--- config.mk ---
export PLATFORM = sky130hd
export DESIGN_NAME = alu_arbiter_flat
export DESIGN_NICKNAME = d
export VERILOG_FILES = /design/src/rtl/alu_pkg.sv /design/src/rtl/alu_arbiter_if.sv /design/src/rtl/alu_arbiter_core.sv /design/src/rtl/alu_arbiter.sv /design/src/flat_wrapper.sv
export SDC_FILE = /design/constraint.sdc
export NUM_CORES = 1
export LEC_CHECK = 0
export ABC_AREA = 1
export BUFFER_PORTS_ARGS = -buffer_cell sky130_fd_sc_hd__buf_2
export CORE_UTILIZATION = 30
export DETAILED_ROUTE_END_ITERATION = 8
export PLACE_DENSITY = 0.55
export SLEW_MARGIN = 20
export SYNTH_ARGS = -nofsm -noshare
export SYNTH_HDL_FRONTEND = slang
export SYNTH_SLANG_ARGS = --single-unit
--- constraint.sdc ---
create_clock -name clk -period 9.3 [get_ports clk]
set_clock_uncertainty 0.05 [all_clocks]
set_input_delay 1.395 -clock clk [delete_from_list [all_inputs] [get_ports clk]]
set_output_delay 1.395 -clock clk [all_outputs]
set_load 0.02 [all_outputs]
--- src/rtl/alu_pkg.sv ---
// Shared ALU arbiter definitions: function codes,
// condition-code bit positions and output slot states.
package alu_pkg;

  typedef enum logic [1:0] {
    ALU_ADD = 2'b00,
    ALU_SUB = 2'b01,
    ALU_AND = 2'b10,
    ALU_XOR = 2'b11
  } alu_fun_e;

  localparam int CC_ZF = 2;
  localparam int CC_SF = 1;
  localparam int CC_OF = 0;

  typedef enum logic {
    SLOT_EMPTY = 1'b0,
    SLOT_FULL  = 1'b1
  } slot_e;

endpackage

--- src/rtl/alu_arbiter_if.sv ---
// Request/response bundle between two ALU requesters,
// the result consumer and the shared ALU arbiter.
interface alu_arbiter_if #(
  parameter int W = 64
);
  logic         req0_valid;
  logic         req0_ready;
  logic [1:0]   req0_fun;
  logic [W-1:0] req0_a;
  logic [W-1:0] req0_b;

  logic         req1_valid;
  logic         req1_ready;
  logic [1:0]   req1_fun;
  logic [W-1:0] req1_a;
  logic [W-1:0] req1_b;

  logic         rsp_valid;
  logic         rsp_ready;
  logic         rsp_id;
  logic [W-1:0] rsp_val;
  logic [2:0]   rsp_cc;

  modport master (
    output req0_valid, req0_fun,
    output req0_a, req0_b,
    output req1_valid, req1_fun,
    output req1_a, req1_b,
    output rsp_ready,
    input  req0_ready, req1_ready,
    input  rsp_valid, rsp_id,
    input  rsp_val, rsp_cc
  );

  modport slave (
    input  req0_valid, req0_fun,
    input  req0_a, req0_b,
    input  req1_valid, req1_fun,
    input  req1_a, req1_b,
    input  rsp_ready,
    output req0_ready, req1_ready,
    output rsp_valid, rsp_id,
    output rsp_val, rsp_cc
  );

endinterface

--- src/rtl/alu_arbiter_core.sv ---
// Combinational Y86 ALU: add/sub/and/xor with
// zero, sign and signed-overflow flags.
module alu_core
  import alu_pkg::*;
#(
  parameter int W = 64
) (
  input  logic [1:0]   fun,
  input  logic [W-1:0] a,
  input  logic [W-1:0] b,
  output logic [W-1:0] result,
  output logic [2:0]   cc
);

  logic [W-1:0] sum;
  logic [W-1:0] diff;
  logic [W-1:0] land;
  logic [W-1:0] lxor;
  logic         is_add;
  logic         is_sub;
  logic         is_and;
  logic         of;

  assign sum  = a + b;
  assign diff = a - b;
  assign land = a & b;
  assign lxor = a ^ b;

  assign is_add = (fun == ALU_ADD);
  assign is_sub = (fun == ALU_SUB);
  assign is_and = (fun == ALU_AND);

  always_comb begin
    result = lxor;
    unique case (1'b1)
      is_add:  result = sum;
      is_sub:  result = diff;
      is_and:  result = land;
      default: result = lxor;
    endcase
  end

  // Overflow only for the arithmetic ops; sub flips
  // the operand sign agreement test.
  always_comb begin
    of = 1'b0;
    unique case (1'b1)
      is_add: of = (a[W-1] == b[W-1]) &&
                   (result[W-1] != a[W-1]);
      is_sub: of = (a[W-1] != b[W-1]) &&
                   (result[W-1] != a[W-1]);
      default: of = 1'b0;
    endcase
  end

  always_comb begin
    cc        = 3'b000;
    cc[CC_ZF] = (result == '0);
    cc[CC_SF] = result[W-1];
    cc[CC_OF] = of;
  end

endmodule

--- src/rtl/alu_arbiter.sv ---
// Round-robin arbiter sharing one ALU between two
// requesters, with a single-entry registered result slot.
module alu_arbiter
  import alu_pkg::*;
#(
  parameter int W = 64
) (
  input  logic        clk,
  input  logic        rst_n,
  alu_arbiter_if.slave bus
);

  slot_e        state;
  slot_e        state_nxt;
  logic         last_id;
  logic         can_accept;
  logic         gnt0;
  logic         gnt1;
  logic         grant;
  logic         sel;
  logic [1:0]   fun;
  logic [W-1:0] op_a;
  logic [W-1:0] op_b;
  logic [W-1:0] res;
  logic [2:0]   cc;
  logic         id_q;
  logic [W-1:0] val_q;
  logic [2:0]   cc_q;

  assign can_accept = (state == SLOT_EMPTY) ||
                      bus.rsp_ready;

  // last_id==1 means req1 went last, so req0 wins ties.
  assign gnt0 = bus.req0_valid &&
                (!bus.req1_valid || last_id);
  assign gnt1 = bus.req1_valid &&
                (!bus.req0_valid || !last_id);

  assign bus.req0_ready = rst_n && can_accept && gnt0;
  assign bus.req1_ready = rst_n && can_accept && gnt1;

  assign grant = bus.req0_ready || bus.req1_ready;
  assign sel   = bus.req1_ready;

  assign fun  = sel ? bus.req1_fun : bus.req0_fun;
  assign op_a = sel ? bus.req1_a   : bus.req0_a;
  assign op_b = sel ? bus.req1_b   : bus.req0_b;

  alu_core #(
    .W (W)
  ) u_core (
    .fun    (fun),
    .a      (op_a),
    .b      (op_b),
    .result (res),
    .cc     (cc)
  );

  always_comb begin
    state_nxt = state;
    unique case (state)
      SLOT_EMPTY: begin
        if (grant) state_nxt = SLOT_FULL;
      end
      SLOT_FULL: begin
        if (bus.rsp_ready && !grant)
          state_nxt = SLOT_EMPTY;
      end
      default: state_nxt = SLOT_EMPTY;
    endcase
  end

  always_ff @(posedge clk or negedge rst_n) begin
    if (!rst_n) begin
      state <= SLOT_EMPTY;
    end else begin
      state <= state_nxt;
    end
  end

  always_ff @(posedge clk or negedge rst_n) begin
    if (!rst_n) begin
      last_id <= 1'b1;
      id_q    <= 1'b0;
      val_q   <= '0;
      cc_q    <= 3'b000;
    end else if (grant) begin
      last_id <= sel;
      id_q    <= sel;
      val_q   <= res;
      cc_q    <= cc;
    end
  end

  assign bus.rsp_valid = (state == SLOT_FULL);
  assign bus.rsp_id    = id_q;
  assign bus.rsp_val   = val_q;
  assign bus.rsp_cc    = cc_q;

endmodule

--- src/flat_wrapper.sv ---
// flat-port wrapper written by rule: the top's interface ports become plain ports
module alu_arbiter_flat import alu_pkg::*;
#(
  parameter int W = 64
)
  (clk, rst_n, bus_req0_valid, bus_req0_fun, bus_req0_a, bus_req0_b, bus_req1_valid, bus_req1_fun, bus_req1_a, bus_req1_b, bus_rsp_ready, bus_req0_ready, bus_req1_ready, bus_rsp_valid, bus_rsp_id, bus_rsp_val, bus_rsp_cc);
  alu_arbiter_if #(.W(W)) bus_i ();
  input  logic clk;
  input  logic rst_n;
  input wire logic [$bits(bus_i.req0_valid)-1:0] bus_req0_valid;
  input wire logic [$bits(bus_i.req0_fun)-1:0] bus_req0_fun;
  input wire logic [$bits(bus_i.req0_a)-1:0] bus_req0_a;
  input wire logic [$bits(bus_i.req0_b)-1:0] bus_req0_b;
  input wire logic [$bits(bus_i.req1_valid)-1:0] bus_req1_valid;
  input wire logic [$bits(bus_i.req1_fun)-1:0] bus_req1_fun;
  input wire logic [$bits(bus_i.req1_a)-1:0] bus_req1_a;
  input wire logic [$bits(bus_i.req1_b)-1:0] bus_req1_b;
  input wire logic [$bits(bus_i.rsp_ready)-1:0] bus_rsp_ready;
  output wire logic [$bits(bus_i.req0_ready)-1:0] bus_req0_ready;
  output wire logic [$bits(bus_i.req1_ready)-1:0] bus_req1_ready;
  output wire logic [$bits(bus_i.rsp_valid)-1:0] bus_rsp_valid;
  output wire logic [$bits(bus_i.rsp_id)-1:0] bus_rsp_id;
  output wire logic [$bits(bus_i.rsp_val)-1:0] bus_rsp_val;
  output wire logic [$bits(bus_i.rsp_cc)-1:0] bus_rsp_cc;
  assign bus_i.req0_valid = bus_req0_valid;
  assign bus_i.req0_fun = bus_req0_fun;
  assign bus_i.req0_a = bus_req0_a;
  assign bus_i.req0_b = bus_req0_b;
  assign bus_i.req1_valid = bus_req1_valid;
  assign bus_i.req1_fun = bus_req1_fun;
  assign bus_i.req1_a = bus_req1_a;
  assign bus_i.req1_b = bus_req1_b;
  assign bus_i.rsp_ready = bus_rsp_ready;
  assign bus_req0_ready = bus_i.req0_ready;
  assign bus_req1_ready = bus_i.req1_ready;
  assign bus_rsp_valid = bus_i.rsp_valid;
  assign bus_rsp_id = bus_i.rsp_id;
  assign bus_rsp_val = bus_i.rsp_val;
  assign bus_rsp_cc = bus_i.rsp_cc;
  alu_arbiter #(.W(W)) u_core (.clk(clk), .rst_n(rst_n), .bus(bus_i));
endmodule
== After elaboration in Yosys (flattened, before gate mapping) ==
Cells that the tools add are included.

* Flip-flop bits (word level): 70
* Input port bits: 265
* Output and inout bits: 71

* $add $sub $neg: 2
* Eq/ne operators: 5
* Muxes and demuxes: 8
* Bitwise operators: 3
* Reductions and logical operators: 18

{| class="wikitable"
|+ Operators by type and width
! operator !! count
|-
| 64-bit case mux with 3 select lines || 1
|-
| 64-bit 2-to-1 mux || 2
|-
| 64-bit adder || 1
|-
| 64-bit bitwise AND || 1
|-
| 64-bit logical NOT || 1
|-
| 64-bit subtractor || 1
|-
| 64-bit bitwise XOR || 1
|-
| 1-bit logical AND || 8
|-
| 1-bit logical NOT || 4
|-
| 1-bit logical OR || 4
|-
| 1-bit case mux with 2 select lines || 2
|-
| 2-bit by 1-bit == test with 1-bit output, second input constant || 1
|-
| 2-bit == test, second input constant || 1
|-
| 2-bit logical NOT || 1
|-
| 1-bit 2-to-1 mux || 2
|-
| 2-bit 2-to-1 mux || 1
|-
| 1-bit inequality test || 2
|-
| 1-bit == test || 1
|-
| 1-bit NOT || 1
|}

== Depth between registers and ports, before layout ==
* Word-level depth: 10
* Mapped depth: 40

== Hierarchy ==
A second synthesis with hierarchy kept.

* Cells, all modules: 2691
* Area total of the unflattened synthesis: 14715.4 um2

{| class="wikitable"
|+ Modules (own cells, without submodules)
! module !! instances !! cells each !! area each (um2) !! sequential area each (um2)
|-
| alu_core || 1 || 1958 || 10266.1 || 0.0
|-
| alu_arbiter || 1 || 733 || 4449.3 || 1752.9
|}

== Least setup slack after synthesis ==
Ideal clock, no wire load.

* Kind: input-to-reg
* From: input bus_req0_valid
* To: register u_core.cc_q[2] (netlist: u_core.bus.rsp_cc[2])
* Library setup time: 0.066 ns
* Data arrival time: 5.163 ns
* Slack: 4.022 ns
* Cell stages on the path: 37
* Buffers on the path: 1
* Cell sequence: nand2_1 -> nand2_4 -> nor2_8 -> buf_6 -> nand2_2 -> nand2_2 -> nand2_2 -> nor2_1 -> nand2_2 -> nor2_4 -> nand2_4 -> nor2_8 -> nand2_1 -> nor2_1 -> inv_2 -> o31ai_4 -> o21ai_1 -> xor2_1 -> ha_1 -> nand2_1 -> nor2_1 -> inv_1 -> nor2_1 -> inv_1 -> nor3_1 -> nand3_1 -> nand3_1 -> nand2_1 -> nand3_1 -> nand2_1 -> nor2_1 -> nand2_1 -> nor2_1 -> nand3_1 -> nor2_1 -> nand3_1 -> nand2_1

* Cells in the longest elaborated chain, start to end: 8
* Elaborated cells on any way between the ends: 19
* Classes of those cells: 2 x add/sub; 2 x eq/ne; 4 x mux; 2 x bitwise; 9 x reduce/logical

{| class="wikitable"
|+ Ends and longest elaborated chain
! element !! RTL line !! source
|-
| start: declaration || flat_wrapper.sv:10 || <nowiki>input wire logic [$bits(bus_i.req0_valid)-1:0] bus_req0_valid;</nowiki>
|-
| 1-bit logical NOT || alu_arbiter.sv:37 || <nowiki>(!bus.req0_valid || !last_id);</nowiki>
|-
| 1-bit logical OR || alu_arbiter.sv:37 ||
|-
| 1-bit logical AND || alu_arbiter.sv:36 || <nowiki>assign gnt1 = bus.req1_valid &&</nowiki>
|-
| 1-bit logical AND || alu_arbiter.sv:40 || <nowiki>assign bus.req1_ready = rst_n && can_accept && gnt1;</nowiki>
|-
| 64-bit 2-to-1 mux (tied with other cells) || alu_arbiter.sv:46 || <nowiki>assign op_a = sel ? bus.req1_a : bus.req0_a;</nowiki>
|-
| 64-bit subtractor (tied with other cells) || alu_arbiter_core.sv:25 || <nowiki>assign diff = a - b;</nowiki>
|-
| 64-bit case mux with 3 select lines || alu_arbiter_core.sv:35 || <nowiki>unique case (1'b1)</nowiki>
|-
| 64-bit logical NOT || alu_arbiter_core.sv:58 || <nowiki>cc[CC_ZF] = (result == '0);</nowiki>
|-
| end signal: assignment || alu_arbiter.sv:86 || <nowiki>cc_q <= 3'b000;</nowiki>
|-
| end signal: assignment || alu_arbiter.sv:91 || <nowiki>cc_q <= cc;</nowiki>
|-
| end: declaration || alu_arbiter.sv:28 || <nowiki>logic [2:0] cc_q;</nowiki>
|}

Parallel ways exist; a longest one is shown, timed or not.
A chain may end at the register's enable or synchronous reset.

== Worst setup path in the final report ==
* From: input bus_rsp_ready
* To: register u_core.cc_q[2] (netlist: u_core.bus.rsp_cc[2])

* Cells in the longest elaborated chain, start to end: 7
* Elaborated cells on any way between the ends: 17
* Classes of those cells: 2 x add/sub; 2 x eq/ne; 4 x mux; 2 x bitwise; 7 x reduce/logical

{| class="wikitable"
|+ Ends and longest elaborated chain
! element !! RTL line !! source
|-
| start: declaration || flat_wrapper.sv:18 || <nowiki>input wire logic [$bits(bus_i.rsp_ready)-1:0] bus_rsp_ready;</nowiki>
|-
| 1-bit logical OR * || alu_arbiter.sv:30 || <nowiki>assign can_accept = (state == SLOT_EMPTY) ||</nowiki>
|-
| 1-bit logical AND * || alu_arbiter.sv:39, alu_arbiter.sv:40 ||
|-
| 1-bit logical AND || alu_arbiter.sv:40 ||
|-
| 64-bit 2-to-1 mux (tied with other cells) || alu_arbiter.sv:46 ||
|-
| 64-bit subtractor (tied with other cells) || alu_arbiter_core.sv:25 ||
|-
| 64-bit case mux with 3 select lines || alu_arbiter_core.sv:35 ||
|-
| 64-bit logical NOT || alu_arbiter_core.sv:58 ||
|}

Every way passes the cells marked *; elsewhere a longest branch is shown, timed or not.

==> results.md <==
| Result | This run | Unit |
|---|---|---|
| Flop and latch count out of synthesis | 69 | - |
| Die outline width | 215 | µm |
| Vias per cell | 4.93 | - |
| Routability-driven placement congestion ratio | 0.974 | - |
| Number of library cell types mapped by synthesis | 50 | - |
| Leading cell types by total area after synthesis | sky130_fd_sc_hd__nand2_1, sky130_fd_sc_hd__dfrtp_1, sky130_fd_sc_hd__ha_1 | - |
| Critical register-to-register path startpoint | u_core.bus.rsp_valid | - |
| Die Ht | 215 | µm |
| Data required, critical path | 9.52 | ns |
| Number of top-level pins | 336 | - |
| Synthesized area per cell | 5.46 | µm² |
| Post-detail-place hpwl | 53,600 | µm |
| Post-Layout Cell Count | 3,377 | - |
| Num CTS Buffers | 9 | - |
| Count of pins over their slew limit | 0 | - |
| Global-route usage over all layers | 26.2 | % |
| Fraction of post-synthesis cell area in the top cell type by area | 25.9 | % |
| Clk slew on worst S/H paths | 0.06 | ns |
| Synthesized instance count | 2,488 | - |
| Post-synth ARST share | 100 | % |
| Cell depth of the worst setup path | 33 | - |
| Critical setup path kind | primary input to flop | - |
| Largest stage delay on the critical path | 0.51 | ns |
| Leakage power | 0.00941 | µW |
| Maximum clock frequency | 0.144 | GHz |
| GRT Residual Overflow | 0 | - |
| Count of flip-flops with a built-in enable after synthesis | 0 | - |
| Final routed DRC violation total | 0 | - |
| CP most frequent cell | sky130_fd_sc_hd__nand2_1 | - |
| Setup repair after global routing missed its margin | no | - |
| Slew @ Worst Pin | 0.871 | ns |
| Iteration-0 DRC Markers | 1,507 | - |
| Result of the run | complete, no violations | - |
| Number of inserted diodes | 0 | - |
| Worst-case hold slack | 0.421 | ns |
| Peak VDD IR | 0.0850 | mV |
| Cells on Worst Hold Path | 2 | - |
| Min cycle time layout | 6.96 | ns |
| Area inside the core boundary | 44,400 | µm² |
| Layout area overhead | 18.0 | % |
| Number of global-route vias before repair | 15,300 | - |
| Count of clock tree sinks | 69 | - |
| Max-Cap Viols | 0 | - |
| Hold-fix buffers, CTS | 0 | - |
| Worst setup path start | bus_rsp_ready | - |
| Critical path buffer and inverter count | 6 | - |
| Number of vias in the routed layout | 16,600 | - |
| Final-report hold violation count | 0 | - |
| Hold crit path type | flop to flop | - |
| Initial antenna violation count | 0 | - |
| Share of the cycle needed by the critical path after routing | 74.8 | % |
| Startpoint type of the worst setup path | primary input | - |
| Power density over the cells | 194 | nW/µm² |
| Capture instance of the worst register-to-register path | u_core.bus.rsp_cc[2] | - |
| Net count, final | 3,173 | - |
| Most common cell in the synthesized netlist | sky130_fd_sc_hd__nand2_1 | - |
| Effective utilization at floorplan | 30.6 | % |
| Fraction of final layout cells with drive strength greater than 1 | 15.6 | % |
| Total Routed Length | 61,800 | µm |
| CP endpoint kind | flop | - |
| Synth Flop Type | sky130_fd_sc_hd__dfrtp_1 | - |
| Termination of the worst setup path | u_core.bus.rsp_cc[2] | - |
| Worst slew margin relative to its limit | 41.9 | % |
| Combined area of all synthesized cells | 13,600 | µm² |
| Worst R2R Setup Slack | 3.10 | ns |
| Signal arrival time at the worst endpoint | 7.18 | ns |
| ANT nets after route | 0 | - |
| Slowest cell on the critical path | sky130_fd_sc_hd__nor2_8 | - |
| Cell family with the largest share of critical-path delay | simple AND/OR/NAND/NOR gates | - |
| Count of warnings emitted by yosys | 0 | - |
| Synth Net Count | 2,881 | - |
| Placement row count | 77 | - |
| Top cell types by occurrence after synthesis | sky130_fd_sc_hd__nand2_1, sky130_fd_sc_hd__inv_1, sky130_fd_sc_hd__nor2_1 | - |
| TritonCTS clock tree | yes | - |
| Number of iterations in the first detailed-routing pass | 7 | - |
| Buffer depth of the longest clock path | 2 | - |
| Worst setup slack before clock tree synthesis | 2.10 | ns |
| Max Fanout on Critical Path | 45 | - |
| Number of input and output port buffers inserted | 335 | - |
| Routed length per instance | 18.3 | µm |
| Worst-case setup margin in the final layout | 2.34 | ns |
| Floorplan die area | 46,200 | µm² |
| Largest net degree at the start of global routing | 73 | - |
| FF-to-FF path depth | 31 | - |
| Number of endpoints failing setup at the final stage | 0 | - |
| Sequential share of the synthesized area | 12.7 | % |
| Placed Cells | 3,361 | - |
| Global-route wire length before repair | 92,600 | µm |
| Yosys top cell by area | sky130_fd_sc_hd__nand2_1 | - |
| Post-CTS setup repair buffer count | 0 | - |
| Root buffer cell | sky130_fd_sc_hd__clkbuf_16 | - |
| Clock latency on the worst-skew pair | 0.34 | ns |
| Sum of negative setup slack | 0 | ns |
| H-tree levels | 3 | - |
| Count of instances resized after the clock tree is built | 0 | - |
-- sequential cells by signal, summed over array words and instances (netlist names) --
register / flops
u_core.last_id: 1
u_core.bus.rsp_valid: 1
u_core.bus.rsp_cc: 3
u_core.bus.rsp_val: 63
u_core.bus.rsp_id: 1
-- worst reg2reg max path: cells and delay by family, from the launching register on --
kind,cells,cell delay (ns)
flops,1,0.43
simple gates,23,3.68
buf+inv,4,1.12
compound gates,3,0.56
fa+ha+maj,1,0.32
-- cells by family (layout without fill, tap and decap cells) --
group / after synthesis / in the layout / share of synthesized area (%)
fa+ha+maj: 128 / 128 / 11.8
compound gates: 302 / 302 / 13.4
flops: 69 / 69 / 12.7
xor+xnor: 60 / 60 / 3.87
simple gates: 1458 / 1458 / 44.4
buf+inv: 471 / 768 / 13.8
-- metrics by stage --
step	instance area [µm²]	util, %	power [µW]
4_1_cts	16000	36.1	3100
2_1_floorplan	13600	-	1960
3_3_place_gp	15800	35.5	2770
3_5_place_dp	15800	35.5	2770
6_report	16000	36.1	3120
5_1_grt	16000	36.1	3400
-- worst min-delay path by stage --
stage,startpoint,to
final,u_core.bus.rsp_val[15],u_core.bus.rsp_val[15]
after floorplan,u_core.last_id,u_core.last_id
after detailed placement,u_core.bus.rsp_val[15],u_core.bus.rsp_val[15]
after global routing,u_core.bus.rsp_val[15],u_core.bus.rsp_val[15]
after CTS,u_core.bus.rsp_val[15],u_core.bus.rsp_val[15]
after global placement,u_core.bus.rsp_val[15],u_core.bus.rsp_val[15]
-- power by group --
| group | leakage, µW | switching (µW) | internal [µW] |
|---|---|---|---|
| logic | 0.00845 | 1590 | 695 |
| clock network | 0.000121 | 134 | 182 |
| registers | 0.000836 | 80.1 | 434 |
-- cells in the final DEF (no fill, tap or decap), types with 59 or more instances in the layout --
cell                      instances
sky130_fd_sc_hd__nand3_1        155
sky130_fd_sc_hd__inv_1          394
sky130_fd_sc_hd__buf_2          335
sky130_fd_sc_hd__a21oi_1         89
sky130_fd_sc_hd__dfrtp_1         68
sky130_fd_sc_hd__nand2_1        938
sky130_fd_sc_hd__nor2_1         248
sky130_fd_sc_hd__ha_1           127
sky130_fd_sc_hd__xor2_1          59
sky130_fd_sc_hd__o21ai_0         76
-- per-layer routing --
layer	vias to the layer above	part of all wire, %	GRT usage, %
met4	0	0.79	3.60
met3	27	8.2	4.06
met1	7628	52	41.7
met5	-	0	0
li1	8397	-	-
met2	587	39	36.8
-- layout make-up --
type                            instances  area, µm²
Inverter                              404       1520
Clock buffer                           10        229
Fill cell                            5064      28400
Clock inverter                          6       47.5
Tap cell                              592        741
Timing Repair Buffer                  348       1770
Sequential cell                        69       1730
Multi-Input combinational cell       1948      10000
Power figures use the tool's default switching activity.
